### src/rtl/pst_if_pkg.sv
// Shared fetch-stage types and sizing for pst_if and its queue.
// FETCH_DEPTH is both the queue depth and the outstanding-request limit.
package pst_if_pkg;
   localparam int unsigned XLEN         = 32;
   localparam int unsigned FETCH_DEPTH  = 2;
   localparam int unsigned INFLIGHT_BIT = 2;

   typedef logic [XLEN-1:0] word_t;

   typedef struct packed {
      word_t inst;
      word_t pc;
   } fetch_entry_t;

   function automatic word_t word_align(input word_t a);
      return a & ~word_t'(3);
   endfunction
endpackage

### src/rtl/syn_fetch_fifo.sv
// Small {inst, pc} FIFO between the fetch credit logic and decode.
// Flush wins over push/pop; storage itself is not reset.
module syn_fetch_fifo
   import pst_if_pkg::*;
(
   input  logic                                clk_i,
   input  logic                                rst_i,
   input  logic                                push_i,
   input  fetch_entry_t                        push_data_i,
   input  logic                                pop_i,
   input  logic                                flush_i,
   output fetch_entry_t                        head_o,
   output logic [$clog2(FETCH_DEPTH+1)-1:0]    count_o
);
   localparam int unsigned PTR_W = $clog2(FETCH_DEPTH);
   localparam int unsigned CNT_W = $clog2(FETCH_DEPTH+1);

   fetch_entry_t     mem_q [FETCH_DEPTH];
   logic [PTR_W-1:0] wr_ptr_q;
   logic [PTR_W-1:0] rd_ptr_q;
   logic [CNT_W-1:0] count_q;

   always_ff @(posedge clk_i) begin
      if (rst_i || flush_i) begin
         wr_ptr_q <= '0;
         rd_ptr_q <= '0;
         count_q  <= '0;
      end else begin
         if (push_i) begin
            mem_q[wr_ptr_q] <= push_data_i;
            wr_ptr_q        <= wr_ptr_q + PTR_W'(1);
         end
         if (pop_i) begin
            rd_ptr_q <= rd_ptr_q + PTR_W'(1);
         end
         count_q <= count_q + CNT_W'(push_i) - CNT_W'(pop_i);
      end
   end

   assign head_o  = mem_q[rd_ptr_q];
   assign count_o = count_q;
endmodule

### src/rtl/pst_if.sv
// Instruction fetch stage: PC, request credits, stale-response dropping,
// sticky halt, and a 2-entry queue feeding decode.
module pst_if
   import pst_if_pkg::*;
#(
   parameter logic [31:0] PC_RESET = 32'h0000_0000
)
(
   input  logic        clk,
   input  logic        rst,
   input  logic        en,
   input  logic        redirect_valid,
   input  logic [31:0] redirect_pc,
   input  logic        halt,
   output logic        im_req_valid,
   output logic [31:0] im_req_addr,
   input  logic        im_req_ready,
   input  logic        im_resp_valid,
   input  logic [31:0] im_resp_inst,
   output logic        id_valid,
   output logic [31:0] id_inst,
   output logic [31:0] id_pc,
   output logic [31:0] id_pc_4,
   input  logic        id_ready,
   output logic        halted
);
   localparam int unsigned CNT_W = $clog2(FETCH_DEPTH+1);

   word_t                   pc_q, pc_d;
   word_t                   resp_pc_q, resp_pc_d;
   logic [INFLIGHT_BIT-1:0] inflight_q, inflight_d;
   logic [INFLIGHT_BIT-1:0] drop_q, drop_d;
   logic                    halted_q, halted_d;

   logic [INFLIGHT_BIT-1:0] live;
   logic [INFLIGHT_BIT:0]   credits_used;
   logic [CNT_W-1:0]        q_count;
   fetch_entry_t            q_head;
   fetch_entry_t            push_entry;
   logic                    req_fire, drop_resp, push, pop;

   // Live in-flight words plus queued words must fit the queue, so a push never overflows.
   assign live         = inflight_q - drop_q;
   assign credits_used = {1'b0, live} + (INFLIGHT_BIT+1)'(q_count);

   assign im_req_valid = ~rst & en & ~halted_q & ~redirect_valid
                       & (inflight_q < INFLIGHT_BIT'(FETCH_DEPTH))
                       & (credits_used < (INFLIGHT_BIT+1)'(FETCH_DEPTH));
   assign im_req_addr  = rst ? PC_RESET : pc_q;
   assign req_fire     = im_req_valid & im_req_ready;

   assign drop_resp  = im_resp_valid & (redirect_valid | (drop_q != '0));
   assign push       = im_resp_valid & ~drop_resp;
   assign push_entry = '{inst: im_resp_inst, pc: resp_pc_q};

   assign id_valid = ~rst & en & (q_count != '0) & ~redirect_valid;
   assign pop      = id_valid & id_ready;
   assign id_inst  = q_head.inst;
   assign id_pc    = q_head.pc;
   assign id_pc_4  = q_head.pc + 32'd4;
   assign halted   = halted_q & ~rst;

   always_comb begin
      pc_d       = pc_q;
      resp_pc_d  = resp_pc_q;
      halted_d   = halted_q;
      drop_d     = drop_q;
      inflight_d = inflight_q - INFLIGHT_BIT'(im_resp_valid);
      if (en && halt) begin
         halted_d = 1'b1;
      end
      if (redirect_valid) begin
         // Every request still outstanding after this cycle's response is stale.
         pc_d      = word_align(redirect_pc);
         resp_pc_d = word_align(redirect_pc);
         drop_d    = inflight_d;
      end else begin
         if (req_fire) begin
            pc_d       = pc_q + 32'd4;
            inflight_d = inflight_d + INFLIGHT_BIT'(1);
         end
         if (drop_resp) begin
            drop_d = drop_q - INFLIGHT_BIT'(1);
         end
         if (push) begin
            resp_pc_d = resp_pc_q + 32'd4;
         end
      end
   end

   always_ff @(posedge clk) begin
      if (rst) begin
         pc_q       <= PC_RESET;
         resp_pc_q  <= PC_RESET;
         inflight_q <= '0;
         drop_q     <= '0;
         halted_q   <= 1'b0;
      end else begin
         pc_q       <= pc_d;
         resp_pc_q  <= resp_pc_d;
         inflight_q <= inflight_d;
         drop_q     <= drop_d;
         halted_q   <= halted_d;
      end
   end

   syn_fetch_fifo u_fifo (
      .clk_i       (clk),
      .rst_i       (rst),
      .push_i      (push),
      .push_data_i (push_entry),
      .pop_i       (pop),
      .flush_i     (redirect_valid),
      .head_o      (q_head),
      .count_o     (q_count)
   );
endmodule
### config.mk
export PLATFORM = sky130hd
export DESIGN_NAME = pst_if
export DESIGN_NICKNAME = d
export VERILOG_FILES = /design/src/rtl/pst_if_pkg.sv /design/src/rtl/syn_fetch_fifo.sv /design/src/rtl/pst_if.sv
export SDC_FILE = /design/constraint.sdc
export NUM_CORES = 1
export LEC_CHECK = 0
export ABC_AREA = 1
export CAP_MARGIN = 20
export CORE_ASPECT_RATIO = 1.4
export CORE_MARGIN = 3
export CORE_UTILIZATION = 47
export DETAILED_ROUTE_END_ITERATION = 16
export PLACE_DENSITY = 0.82
export SLEW_MARGIN = 20
export SYNTH_ARGS = -nofsm -noshare
export SYNTH_HDL_FRONTEND = slang
export SYNTH_SLANG_ARGS = --single-unit
export TNS_END_PERCENT = 50
### constraint.sdc
create_clock -name clk -period 4.36 [get_ports clk]
set_input_delay 0.654 -clock clk [delete_from_list [all_inputs] [get_ports clk]]
set_output_delay 0.654 -clock clk [all_outputs]
set_load 0.05 [all_outputs]
Word-level counts from Yosys, hierarchy flattened
Memories as Yosys holds them, arrays and structs flattened. A register that Yosys moved wholly into a read port is not among the register bits. Cells that the tools add are included.

Reduce and logical (&&, ||, !) cells: 8. Muxes and demuxes: 14. Magnitude comparators: 2. Bitwise gates (word level): 17. Add/subtract/negate cells: 12.

Operator list (number): 32-bit 2-to-1 mux (5); 32-bit by 3-bit adder with 32-bit output (second input constant) (3); 1-bit AND (12); 2-bit nonzero test (5); 2-bit 2-to-1 mux (4); 1-bit 2-to-1 mux (5); 1-bit inverter (4); 2-bit by 1-bit subtractor with 2-bit output (2); 2-bit by 2-bit adder with 3-bit output (1); 3-bit by 2-bit < comparator with 1-bit output (second input constant) (1); 1-bit adder (second input constant) (2); 2-bit by 1-bit adder with 2-bit output (1); 2-bit by 1-bit adder with 2-bit output (second input constant) (1); 2-bit < comparator (second input constant) (1); 2-bit OR reduction (1); 2-bit by 1-bit subtractor with 2-bit output (second input constant) (1); 2-bit subtractor (1); 1-bit logical AND (1); 1-bit logical OR (1); 1-bit OR (1).

Flip-flop bits (word level): 73. Memories kept: 1. RAM bits: 128.

Memory list: u_fifo.mem_q (words 2, bits a word 64, rd ports 1, clocked after memory_dff 1, wr ports 1, RTL line syn_fetch_fifo.sv:18) `fetch_entry_t mem_q [FETCH_DEPTH];`.

Depth between registers and ports, before layout
Gate-level depths: netlist of run 1.

Depth in word-level cells: 9. Mapped depth: 14.

By module
A second synthesis of run 1 with hierarchy kept.

Cell total of the unflattened synthesis: 1159. Area total of the unflattened synthesis: 10551.4 um2.

Modules (own cells, without submodules): pst_if (cells each 929, seq. area each 1301.2 um2, instances 1, area each 5405.2 um2); syn_fetch_fifo (cells each 230, seq. area each 3943.8 um2, instances 1, area each 5146.2 um2).

Worst setup path before layout of run 1
OpenSTA, ideal clock, no wires.

Path type: input to register. From: input port im_resp_valid. To: memory u_fifo.mem_q[0][10] (netlist bit) (enable). Setup slack: -0.080 ns. Arrival time: 3.958 ns. Cell stages on the path: 6. Library setup time: 0.482 ns. Path buffers: 0. Path through: nand2_1 -> nor2_1 -> inv_1 -> nor2_1 -> inv_1 -> nor2_1.

Word-level cells in the longest chain between the ends: 6.

RTL lines: from (decl) (RTL line pst_if.sv:18) `input logic im_resp_valid,`; 1-bit AND (RTL line pst_if.sv:52) `assign drop_resp = im_resp_valid & (redirect_valid | (drop_q != '0));`; 1-bit inverter (RTL line pst_if.sv:53) `assign push = im_resp_valid & ~drop_resp;`; 1-bit AND (*) (RTL line pst_if.sv:53); 1-bit 2-to-1 mux (*) (RTL line syn_fetch_fifo.sv:29) `if (push_i) begin`; 1-bit 2-to-1 mux (*) (RTL line syn_fetch_fifo.sv:24) `if (rst_i || flush_i) begin`; 1-bit 2-to-1 mux (implied by the code) (*) (RTL line syn_fetch_fifo.sv:30) `mem_q[wr_ptr_q] <= push_data_i;`; to (decl) (RTL line syn_fetch_fifo.sv:18).

Every way passes the cells marked *; elsewhere a longest branch is shown, timed or not.

==> summary.md, run 1 <==
| Metric | Value |
|---|---|
| Critical path fanouts, max | `51` |
| Post-synth top flop | `edfxtp_1` |
| CTS tree | `done` |
| Initial core utilization | `47.9%` |
| Mapped cell area | `10200 sq um` |
| Share of async-settable or async-resettable flops after synthesis | `0%` |
| Total vias in the final route | `8807` |
| Count leader, synth | `nand2_1` |
| Final wirelength | `26900 um` |
| Critical path buffer and inverter count | `4` |
| Chip width | `130 um` |
| Syn. warnings | `0` |
| Worst setup SP type | `flop` |
| Clock Latency Late Sink | `0.44 ns` |
| Area growth, synth to finish | `27.1%` |
| # DRC | `0` |
| CP cell instances | `buf_4 > nand2_1 > inv_1 > nor2_1 > buf_4 > nor2_1 > nand2_1 > nor2_1 > nand3_1 > xor2_1 > clkdlybuf4s50_1` |
| 1st-iter DRT viols | `707` |
| Max capacitance violation total | `0` |
| Port bufs | `194` |
| Vias in the first global route | `8479` |
| Worst hold path type | `flop to flop` |
| Fin crit share | `91.0%` |
| Min Tclk post-route | `3.97 ns` |
| Final #Nets | `1497` |
| I/O pin count | `203` |
| Sequential share of the synthesized area | `50.3%` |
| R2R setup slack | `1.32 ns` |
| Yosys reg bits | `194` |
| Setup tns final | `0 ns` |
| DP Wirelength | `20300 um` |
| Clock H-tree levels | `4` |
| Pwr per Cell Area | `320 nW/um^2` |
| FF-to-FF Start | `inflight_q[0]` |
| Placed cell count | `1657` |
| Max-slew violations | `0` |
| Non-Filler Instances | `1689` |
| Critical Path RT | `3.71 ns` |
| All-Layer GR Usage | `22.3%` |
| Crit path max-delay family | `buffers and inverters` |
| Fillers | `1824` |
| FF-to-FF End | `pc_q[9]` |
| Post-route ant nets | `0` |
| Top cells by count, synth | `nand2_1 (273), inv_1 (174), nor2_1 (171), edfxtp_1 (124), dfxtp_1 (70)` |
| Final Hold Fails | `0` |
| Site Rows | `63` |
| TritonCTS buffer count | `17` |
| Instance count of the mapped netlist | `1226` |
| Synthesized area per cell | `8.31 sq um` |
| CTS Root Cell | `clkbuf_16` |
| Die Y-Extent | `180 um` |
| Routability congestion estimate | `0.932` |
| Synth unique cells | `44` |
| Worst-case clock buffer depth | `2` |
| Crit-path most repeated cell | `nor2_1` |
| HP Start | `resp_pc_q[31]` |
| Clock Skew | `0.0149 ns` |
| EDFF count, synth | `124` |
| GRT overflow | `0` |
| Pin count of the biggest net entering global routing | `63` |
| # diodes | `0` |
| Yosys top cell by area | `edfxtp_1` |
| Vias per inst | `5.21` |
| Clk pin slew, worst setup/hold paths | `0.07 ns` |
| Hold Path Stages | `0` |
| Initial antenna violation count | `0` |
| Core region area | `21300 sq um` |
| Worst R2R Path Depth | `13` |
| Largest stage delay, worst path | `0.82 ns` |
| DR WL/cell | `16.0 um` |
| Status | `complete, no violations` |
| Final Setup Violations | `0` |
| Relative slew margins | `45.6%` |
| Peak Freq | `252 MHz` |
| Maximum VDD drop | `0.000260 V` |
| CTS Hold Bufs | `0` |
| CP Capture Type | `output pin` |
| Global-route wire length before repair | `41500 um` |
| Worst-margin pin slew | `0.816 ns` |
| Critical path arrival | `3.31 ns` |
| Slowest cell on the critical path | `clkdlybuf4s50_1` |
| Hold endpoint | `u_fifo.mem_q[1][31]` |
| Fraction of layout cells with a size suffix above 1 | `9.31%` |
| RSZ-0062 raised after global routing | `false` |
| # clock sinks | `194` |
| Critical path class | `flop to output pin` |
| Pre-antenna DRT Iters | `5` |
| Synth top area share | `36.5%` |
| Synth top area cells | `edfxtp_1 (37%), dfxtp_1 (14%), nand2_1 (10%)` |
| Post-Route Utilization | `60.8%` |
| Post-cts sizing count | `0` |
| DIE AREA | `23500 sq um` |
| Post-CTS Setup Bufs | `0` |
| P_leak | `5.05 nW` |
==> cells by family (layout without fill, tap and decap cells) <==
family                   Yosys count  after routing  synth area share, %
flip-flops                       194            194                 50.3
other                              1              6               0.0368
AO/OA/AOI/OAI                    165            165                 8.97
AND/OR/NAND/NOR                  567            567                 23.6
XOR/XNOR                          42             42                 3.61
multiplexers                      32             32                 3.54
adder cells (fa/ha/maj)            9              9                 1.18
buffers and inverters            216            414                 8.74
==> per-layer routing <==
| layer | up-vias | wire [um] | GRT usage [%] |
|---|---|---|---|
| li1 | 4353 | - | - |
| met1 | 4002 | 10100 | 25.3 |
| met2 | 392 | 13500 | 39.3 |
| met3 | 60 | 2320 | 5.25 |
| met4 | 0 | 959 | 9.67 |
| met5 | - | 0 | 0 |
==> report_power, final <==
part	switching, mW	internal, mW	total [mW]
Clock	0.746	0.760	1.51
Combinational	0.367	0.204	0.571
Sequential	0.0558	2.02	2.07
==> flip-flops by register name, summed over array words and instances (netlist names), named ones only <==
| register | cells |
|---|---|
| u_fifo.mem_q | 124 |
| pc_q | 30 |
| resp_pc_q | 30 |
| drop_q | 2 |
| inflight_q | 2 |
| u_fifo.count_o | 2 |
| halted_q | 1 |
| u_fifo.rd_ptr_q | 1 |
| u_fifo.wr_ptr_q | 1 |
==> worst max-delay path by stage <==
stage	slack, ns	start	cells after the start	endpoint
3_5_place_dp	0.78	im_resp_valid	8	u_fifo.mem_q[1][36]
5_1_grt	0.14	flop	11	id_pc_4[29]
4_1_cts	0.38	flop	11	id_pc_4[25]
3_3_place_gp	0.81	im_resp_valid	8	u_fifo.mem_q[1][36]
2_1_floorplan	-0.08	im_resp_valid	6	u_fifo.mem_q[0][10]
6_report	0.39	flop	11	id_pc_4[25]
==> metrics by stage <==
stage                     area (sq um)  hold WS (ns)  setup slack, ns  total power, mW
after floorplan                  10200         0.426          -0.0799             2.47
after global placement           12400         0.470            0.807             2.66
after detailed placement         12400         0.481            0.777             2.68
after CTS                        12900         0.501            0.376             4.18
after global routing             12900         0.517            0.141             4.29
final                            12900         0.500            0.391             4.15
==> worst reg2reg max path, cell delays in order, from the launching register on <==
cell and delay [ns]:
dfxtp_1 0.32, inv_1 0.05, ha_1 0.28, or2_2 0.30
fa_1 0.48, nand2_1 0.07, nor2_1 0.14, nand3b_2 0.26
nand2_2 0.48, inv_1 0.26, nand2_1 0.11, o211ai_1 0.08
nand2_1 0.07, inv_1 0.04
==> layout make-up <==
class / instances / area (sq um) / share of cell area (%)
multi-input cells: 821 / 4210 / 32.5
repair buffers: 205 / 2050 / 15.8
inverters: 177 / 664 / 5.13
clock inverters: 15 / 146 / 1.13
flip-flops and latches: 194 / 5130 / 39.6
well taps: 260 / 325 / 2.51
clock buffers: 17 / 425 / 3.29
==> cells in the final DEF (no fill, tap or decap), types with 6 or more instances in the layout <==
master	n
conb_1	6
inv_1	174
o21ai_1	13
clkbuf_16	17
nand3b_1	6
nand3_1	67
a21oi_1	59
xor2_1	38
nand4_1	10
dfxtp_1	69
nor2_1	169
buf_4	19
nor3_1	9
o21ai_2	9
edfxtp_1	124
a31oi_1	10
mux2_2	32
nand2_1	273
ha_1	8
nor2_2	7
clkdlybuf4s50_1	180
o21ai_0	60
nand2_2	6
(Power assumes the default switching activity.)
==> run 2, diff against run 1 <==
CORE_UTILIZATION = 41   (was 47)
PLACE_DENSITY = 0.73   (was 0.82)
==> summary.md, run 2 (synthesis gave the netlist of run 1 again) <==
| Metric | Value |
|---|---|
| Crit path max-delay family | `buffers and inverters` |
| Max-slew violations | `0` |
| Site Rows | `67` |
| Chip width | `139 um` |
| # DRC | `0` |
| Critical path fanouts, max | `39` |
| Pwr per Cell Area | `320 nW/um^2` |
| All-Layer GR Usage | `20.1%` |
| Routability congestion estimate | `0.901` |
| Post-route cell area | `13000 sq um` |
| Min Tclk post-route | `3.92 ns` |
| TritonCTS buffer count | `17` |
| Clock Skew | `0.0153 ns` |
| FF-to-FF End | `pc_q[9]` |
| Fillers | `2249` |
| CP cell instances | `buf_4 > o21ai_0 > nor2_1 > nand2_1 > nor2_1 > inv_1 > nor2_1 > nand3_1 > nand2_1 > clkdlybuf4s50_1` |
| Final #Nets | `1496` |
| Total vias in the final route | `8650` |
| Core region area | `24200 sq um` |
| 1st-iter DRT viols | `692` |
| FF-to-FF Start | `inflight_q[0]` |
| Clock H-tree levels | `4` |
| Critical Path RT | `3.71 ns` |
| Worst hold path type | `flop to flop` |
| Max reg flops | `124` |
| CTS tree | `done` |
| Post-route ant nets | `0` |
| Final wirelength | `27200 um` |
| Worst R2R Path Depth | `13` |
| Slowest cell on the critical path | `clkdlybuf4s50_1` |
| R2R setup slack | `1.35 ns` |
| DIE AREA | `26800 sq um` |
| Area growth, synth to finish | `27.5%` |
| Peak Freq | `255 MHz` |
| Critical path class | `flop to output pin` |
| Regs by FF count | `u_fifo.mem_q (124), pc_q (30), resp_pc_q (30)` |
| CP Capture Type | `output pin` |
| Vias per inst | `4.98` |
| Max capacitance violation total | `0` |
| Worst setup margin | `0.439 ns` |
| GRT overflow | `0` |
| Worst setup SP type | `flop` |
| Final Setup Violations | `0` |
| CTS Root Cell | `clkbuf_16` |
| Status | `complete, no violations` |
| Worst-case clock buffer depth | `2` |
| Worst setup path end | `id_pc_4[30]` |
| Fin crit share | `89.9%` |
| Critical path buffer and inverter count | `3` |
| Vias in the first global route | `8400` |
| Post-Route Utilization | `53.7%` |
| P_leak | `5.04 nW` |
| Critical path arrival | `3.27 ns` |
| Fraction of layout cells with a size suffix above 1 | `8.61%` |
| Worst-margin pin slew | `0.622 ns` |
| Initial core utilization | `42.1%` |
| Crit-path most repeated cell | `nor2_1` |
| Post-CTS Setup Bufs | `0` |
| Biggest register | `u_fifo.mem_q` |
| Pin count of the biggest net entering global routing | `59` |
| Power Total | `4.15 mW` |
| Pre-antenna DRT Iters | `5` |
| Maximum VDD drop | `0.000280 V` |
| Critical path depth | `10` |
| Global-route wire length before repair | `43200 um` |
| DP Wirelength | `20800 um` |
| CTS Hold Bufs | `0` |
| Clock Latency Late Sink | `0.43 ns` |
| Non-Filler Instances | `1738` |
| Port bufs | `194` |
| Post-cts sizing count | `0` |
| Most frequent cells in the layout | `nand2_1 (273), clkdlybuf4s50_1 (190), inv_1 (174), nor2_1 (169), edfxtp_1 (124)` |
| Placed cell count | `1706` |
| Commonest non-fill, non-tap cell in the layout | `nand2_1` |
| DP Worst Slack | `0.861 ns` |
| Die Y-Extent | `193 um` |
| DR WL/cell | `15.6 um` |
| RSZ-0062 raised after global routing | `false` |
| I/O pin count | `203` |
| # diodes | `0` |
| Relative slew margins | `58.1%` |
| Final Hold Fails | `0` |
| Placed inst area | `12400 sq um` |
| Largest stage delay, worst path | `0.82 ns` |
| Initial antenna violation count | `0` |
| # clock sinks | `194` |
| Clk pin slew, worst setup/hold paths | `0.07 ns` |
[run 2: layer usage]
layer  part of all wire, %  GRT usage [%]  up-vias
li1                      -              -     4341
met3                   6.0           3.69       48
met1                    42           24.8     3929
met2                    49           35.0      332
met5                     0              0        -
met4                   3.2           7.91        0
[run 2: stage by stage]
step | setup TNS (ns) | hold slack [ns]
after floorplan | -9.91 | 0.426
after global placement | 0 | 0.461
after detailed placement | 0 | 0.472
after CTS | 0 | 0.486
after global routing | 0 | 0.502
final | 0 | 0.485
[run 2: cell type report]
| class | instances | area [sq um] | area share [%] |
|---|---|---|---|
| Clock buffer | 18 | 450 | 3.47 |
| Clock inverter | 14 | 115 | 0.886 |
| Inverter | 177 | 664 | 5.11 |
| Multi-Input combinational cell | 821 | 4210 | 32.4 |
| Sequential cell | 194 | 5130 | 39.5 |
| Tap cell | 310 | 388 | 2.98 |
| Timing Repair Buffer | 204 | 2040 | 15.7 |
[run 2: worst min-delay path by stage]
stage | cells past startpoint | start | to | slack (ns)
finish | 0 | resp_pc_q[31] | u_fifo.mem_q[1][31] | 0.48
global route | 0 | resp_pc_q[31] | u_fifo.mem_q[1][31] | 0.50
CTS | 0 | resp_pc_q[31] | u_fifo.mem_q[0][31] | 0.49
detailed placement | 0 | resp_pc_q[31] | u_fifo.mem_q[1][31] | 0.47
global placement | 0 | resp_pc_q[31] | u_fifo.mem_q[1][31] | 0.46
floorplan | 0 | resp_pc_q[31] | u_fifo.mem_q[0][31] | 0.43
[run 2: where the power goes]
part / internal [mW] / switching, mW / total [mW]
sequential: 2.02 / 0.0564 / 2.07
clock: 0.802 / 0.710 / 1.51
combinational: 0.204 / 0.365 / 0.569
